==> src/rtl/uart_rx_os.sv <==
// 8N1 UART receiver with a fixed bit-clock prescaler, a metastability synchronizer,
// and a valid/ready byte output that flags framing errors and overruns.
module uart_rx_os #(
   parameter int unsigned PRESCALER   = 104,
   parameter int unsigned SYNC_STAGES = 2
) (
   input  logic       clk,
   input  logic       reset_n,
   input  logic       rx,
   output logic [7:0] rx_data,
   output logic       rx_valid,
   input  logic       rx_ready,
   output logic       frame_error,
   output logic       overrun,
   output logic       busy
);

   localparam int unsigned CntW = $clog2(PRESCALER);
   localparam logic [CntW-1:0] CntFull = CntW'(PRESCALER - 1);
   localparam logic [CntW-1:0] CntHalf = CntW'(PRESCALER / 2 - 1);

   typedef enum logic [2:0] {StIdle, StStart, StData, StStop, StBreak} state_e;

   state_e            state_q, state_d;
   logic [CntW-1:0]   count_q, count_d;
   logic [2:0]        bit_q, bit_d;
   logic [7:0]        shift_q, shift_d;
   logic [7:0]        data_q, data_d;
   logic              valid_q, valid_d;
   logic              fe_q, fe_d;
   logic              ov_q, ov_d;
   logic              done;
   logic [SYNC_STAGES-1:0] sync_q;
   logic              rx_s;

   // Synchronizer resets to all ones so the line looks idle coming out of reset.
   always_ff @(posedge clk or negedge reset_n) begin
      if (!reset_n) begin
         sync_q <= '1;
      end else begin
         sync_q <= {sync_q[SYNC_STAGES-2:0], rx};
      end
   end

   assign rx_s = sync_q[SYNC_STAGES-1];

   always_ff @(posedge clk or negedge reset_n) begin
      if (!reset_n) begin
         state_q <= StIdle;
         count_q <= '0;
         bit_q   <= '0;
         shift_q <= '0;
         data_q  <= '0;
         valid_q <= 1'b0;
         fe_q    <= 1'b0;
         ov_q    <= 1'b0;
      end else begin
         state_q <= state_d;
         count_q <= count_d;
         bit_q   <= bit_d;
         shift_q <= shift_d;
         data_q  <= data_d;
         valid_q <= valid_d;
         fe_q    <= fe_d;
         ov_q    <= ov_d;
      end
   end

   always_comb begin
      state_d = state_q;
      count_d = count_q;
      bit_d   = bit_q;
      shift_d = shift_q;
      data_d  = data_q;
      valid_d = valid_q;
      fe_d    = 1'b0;
      ov_d    = 1'b0;
      done    = 1'b0;

      if (valid_q && rx_ready) begin
         valid_d = 1'b0;
      end

      case (state_q)
         StIdle: begin
            if (!rx_s) begin
               count_d = CntHalf;
               state_d = StStart;
            end
         end
         StStart: begin
            if (count_q != '0) begin
               count_d = count_q - 1'b1;
            end else if (rx_s) begin
               state_d = StIdle;
            end else begin
               count_d = CntFull;
               bit_d   = 3'd0;
               state_d = StData;
            end
         end
         StData: begin
            if (count_q != '0) begin
               count_d = count_q - 1'b1;
            end else begin
               shift_d = {rx_s, shift_q[7:1]};
               count_d = CntFull;
               bit_d   = bit_q + 3'd1;
               if (bit_q == 3'd7) begin
                  state_d = StStop;
               end
            end
         end
         StStop: begin
            // Leaving at mid-stop-bit keeps a back-to-back start edge from being missed.
            if (count_q != '0) begin
               count_d = count_q - 1'b1;
            end else if (rx_s) begin
               done    = 1'b1;
               state_d = StIdle;
            end else begin
               fe_d    = 1'b1;
               state_d = StBreak;
            end
         end
         StBreak: begin
            if (rx_s) begin
               state_d = StIdle;
            end
         end
         default: begin
            state_d = StIdle;
         end
      endcase

      if (done) begin
         if (!valid_q || rx_ready) begin
            data_d  = shift_q;
            valid_d = 1'b1;
         end else begin
            ov_d = 1'b1;
         end
      end
   end

   assign rx_data     = data_q;
   assign rx_valid    = valid_q;
   assign frame_error = fe_q;
   assign overrun     = ov_q;
   assign busy        = (state_q != StIdle);

endmodule

==> config.mk <==
export PLATFORM = sky130hd
export DESIGN_NAME = uart_rx_os
export DESIGN_NICKNAME = d
export VERILOG_FILES = /design/src/rtl/uart_rx_os.sv
export SDC_FILE = /design/constraint.sdc
export NUM_CORES = 1
export LEC_CHECK = 0
export CAP_MARGIN = 25
export CELL_PAD_IN_SITES_DETAIL_PLACEMENT = 1
export CELL_PAD_IN_SITES_GLOBAL_PLACEMENT = 1
export CORE_MARGIN = 5
export CORE_UTILIZATION = 47
export CTS_BUF_LIST = sky130_fd_sc_hd__clkbuf_8
export DETAILED_ROUTE_END_ITERATION = 10
export GPL_TIMING_DRIVEN = 0
export PLACE_DENSITY_LB_ADDON = 0.15
export SYNTH_ARGS = -nofsm -noshare
export SYNTH_HDL_FRONTEND = slang
export SYNTH_SLANG_ARGS = --single-unit
==> constraint.sdc <==
create_clock -name clk -period 2.8 [get_ports clk]
set_clock_uncertainty 0.1 [all_clocks]
set_input_delay 0.28 -clock clk [delete_from_list [all_inputs] [get_ports clk]]
set_output_delay 0.28 -clock clk [all_outputs]
set_load 0.03 [all_outputs]
==> impl_summary.md <==
Clocking
The root buffer cell chosen for the clock tree is clkbuf_8. For the worst-skew pair, the clock arrives at the later sink with an insertion delay of between 0.2 and 0.3 ns. The largest buffer count on any clock path is 2. Counting every sink on the clock net gives 34. The total of cells resized after clock tree synthesis is 0. The number of setup buffers added after CTS is 0.

The maximum level of the CTS H-tree is 2. The TritonCTS clock tree is yes. After clock tree synthesis, the clock-pin slew on the worst setup and hold paths is around 0.07 ns.

The TritonCTS buffer count is 5.

Cells and area
The final instance area is just under 2000 µm². The repair_antennas step left the layout with diodes totalling 0. The filler-free cell count of the finished design is about 210. The fraction of layout cells with a size suffix above 1 is between 20 and 25%.

The signed area change from the synthesized netlist to the final layout is 19.0%. The net count of the finished layout is 173. The layout has 376 filler cells.

Yosys
The synthesized design devotes to its leading area cell type 49.5% of total area. The proportion of register bits with asynchronous set or reset after synthesis is 100%. The number of nets in the synthesized netlist is 150. The gate count of the mapped netlist is 142.

For this run, the leading register cell type out of synthesis is dfrtp_1. The yosys synthesis warning count is 0. In this run, synthesis produced a sequential element count of 34. The distinct cell type count after synthesis is 46. Sorting the synthesized cells by area gives the leading types as dfrtp_1 50%, mux2_2 11%, dfstp_2 3.3%, ha_1 3.1%, nor2_1 2.6%.

The largest area contributor in the netlist is dfrtp_1. The cell area after synthesis is 1620 µm². The post-synthesis sequential area ratio is between 50% and 60%.

Counting flops with a built-in enable in the synthesized netlist gives 0. Averaged over all synthesized cells, the footprint is 11.4 µm².

Worst setup path
The type of the setup path with the least slack is reg -> out. At the worst endpoint, the arrival time is between 2 and 2.5 ns. The worst setup path is captured at a primary output. The category of the worst setup path launch point is a register.

The slowest stage of the critical path belongs to the cell clkdlybuf4s50_1. For the worst setup path, the data required time is between 2 and 2.5 ns. The biggest fanout along the worst timing path is 10. The signal on the critical path passes through clkbuf_1 > clkbuf_1 > or3_1 > clkdlybuf4s50_1. In this design, the critical path's most frequently occurring cell is clkbuf_1. In this design, the stage delay of the slowest critical-path cell is roughly 0.67 ns.

Global routing
The first global-routing pass estimated 6220 µm of wire. Entering global routing, the biggest net connects 35 pins. Global routing used 18.6% of the available tracks.

The initial antenna violation count is 0. The total overflow reported by the global router is 0. The via count of the first global-routing pass is 1266.

Timing
The final cycle utilization of the critical path is 90.4%. The max-slew violation total from the final report came to 0. Setup repair after global routing left no endpoint under its margin. For the pin with the worst max-slew slack, the measured transition is 0.907 ns. For the final routed database, the setup TNS stands at 0 ns. Static timing analysis puts the maximum clock frequency at 0.395 GHz. The relative slew slack is 39.0%. The final critical path time including I/O delays and setup is 2.53 ns. The number of hold violations in the final report came to 0.

The final count of negative-setup-slack endpoints is 0.

Power
The internal portion of the total power is 0.696 mW. For this design the total switching power over the nets is 0.199 mW. Power spread over the standard cell area amounts to 465 nW/µm². The share of total power in the clock network is a little over two fifths.

The analysis attributes to cell leakage a power of between 0.8 and 0.9 nW. The share of power burned in combinational logic is under 10%. Sequential cells account for a little under three fifths of the total power. The worst IR drop on VDD is between 150 and 200 µV. The switching share of power is 22.2%.

Place
Once detailed placement completed, the half-perimeter wirelength came to 2650 µm. The placed instances occupy a cell area of ~1800 µm². The number of placed instances, taps included, is 203.

During placement, the flow inserted port buffers numbering 15. The routability congestion estimate from global placement is about 0.78.

Drt
Once detail routing completed, the nets flagged for antenna violations numbered 0. In this run, the number of DRC markers left after iteration 0 of detailed routing was 75. Wires add up to between 3000 and 4000 µm. The number of remaining DRC errors is 0. The first detailed-routing pass ran for 4 iterations. The per-cell via count in the routed design is 5.70. The number of vias after detailed routing is about 1200.

The routed wirelength normalized by instance count is 17.4 µm.

Floorplanning
The count of pins on the block boundary is 16. Measured along the x axis, the die boundary spans 68.6 µm. After floorplanning, the core was divided into 21 placement rows. Once the floorplan was initialized, standard cells occupied 48.4% of the core. The height of the chip is 68.6 µm. The core region is between 3000 and 4000 µm². The die covers 4710 µm².

Run status
The flow ran to the end, and the final reports show no timing, DRC or antenna violations.

Run
Max-cap violations in this run came to 0.

Worst hold path
The worst hold path belongs to the class reg -> reg.
cells by family after synthesis:
family / share of synthesized area (%)
xor gates and xnor gates: 0.542
buffers and inverters: 3.25
AOI/OAI and AO/OA: 12.7
and+or+nand+nor: 15.2
adders and majority gates: 3.72
muxes: 11.8
DFF: 52.8
worst max-delay path, delay by kind of cell, from the launching register on:
family / cells / cell delay, ns
buffers and inverters: 3 / 1.36
flip-flops: 1 / 0.32
AND/OR/NAND/NOR: 1 / 0.18
synth_stat cells, drive strengths merged (3+ instances only):
cell type,instances
a21oi,5
clkbuf,4
dfrtp,32
ha,4
inv,6
mux2,16
nand2,5
nand2b,4
nor2,12
nor2b,3
o21ai,8
or4,3
registers in the layout (all words and copies together), names as in the netlist:
signal	cells
bit_q	3
count_q	7
frame_error	1
overrun	1
rx_data	8
rx_valid	1
shift_q	8
state_q	3
sync_q	2
per-layer routing:
metal	vias to the layer above	global-route usage (%)	share of wire, %
li1	555	-	-
met1	626	21.1	43
met2	19	31.7	52
met3	9	5.51	3.0
met4	0	8.68	1.7
met5	-	0	0
power groups by stage:
stage,Clock (mW),Sequential (mW),Combinational [mW]
2_1_floorplan,0,0.504,0.00286
3_3_place_gp,0,0.504,0.0169
3_5_place_dp,0,0.504,0.0167
4_1_cts,0.390,0.495,0.0179
5_1_grt,0.421,0.495,0.0200
6_report,0.383,0.495,0.0173
metrics by stage:
stage | setup slack, ns | total power [mW] | hold WS (ns) | util (%)
2_1_floorplan | 0.540 | 0.507 | -0.116 | -
4_1_cts | 0.289 | 0.903 | 0.260 | 57.7
5_1_grt | 0.180 | 0.936 | 0.265 | 57.7
3_3_place_gp | 0.446 | 0.521 | 0.247 | 54.7
6_report | 0.267 | 0.895 | 0.263 | 57.7
3_5_place_dp | 0.391 | 0.521 | 0.250 | 54.5
cell type report:
cell class / count / area [µm²] / area share, %
Buffer: 6 / 30.0 / 1.56
Clock inverter: 2 / 12.5 / 0.650
Timing Repair Buffer: 16 / 155 / 8.06
Inverter: 6 / 22.5 / 1.17
Multi-Input combinational cell: 96 / 711 / 36.9
Tap cell: 46 / 57.6 / 2.99
Sequential cell: 34 / 853 / 44.3
Clock buffer: 6 / 82.6 / 4.29
final timing paths:
check,slack (ns),depth (start not counted),endpoint,startpoint
max in group asynchronous,1.65,2,count_q[6],reset_n
hold / removal,0.26,0,sync_q[1],sync_q[0]
setup / recovery,0.27,4,busy,state_q[0]
min in group asynchronous,0.49,2,shift_q[7],reset_n
setup reg to reg,0.37,4,shift_q[7],count_q[2]
hold reg to reg,0.26,0,sync_q[1],sync_q[0]
cells in the final DEF (no fill, tap or decap), types with 2 or more instances in the layout:
| cell type | Yosys | final |
|---|---|---|
| a21o_1 | 2 | 2 |
| a21oi_1 | 5 | 5 |
| a221o_1 | 2 | 2 |
| a221oi_1 | 2 | 2 |
| clkbuf_1 | 4 | 4 |
| clkbuf_8 | 0 | 6 |
| clkdlybuf4s50_1 | 0 | 14 |
| dfrtp_1 | 32 | 32 |
| dfstp_2 | 2 | 2 |
| ha_1 | 4 | 4 |
| inv_1 | 6 | 6 |
| mux2_2 | 16 | 16 |
| nand2_1 | 5 | 5 |
| nand2b_1 | 4 | 4 |
| nand3_1 | 2 | 2 |
| nor2_1 | 11 | 11 |
| nor2b_1 | 2 | 2 |
| nor3_1 | 2 | 2 |
| nor3b_1 | 2 | 2 |
| nor4_1 | 2 | 2 |
| o21ai_0 | 8 | 8 |
| or3_1 | 2 | 2 |
| or4_4 | 2 | 2 |
repair_timing:
action,in CTS,in global routing
hold buffers,1,0
setup endpoints to repair,0,0
endpoints found under the hold margin,32,0
No activity file was read; power rests on OpenSTA's default activity.
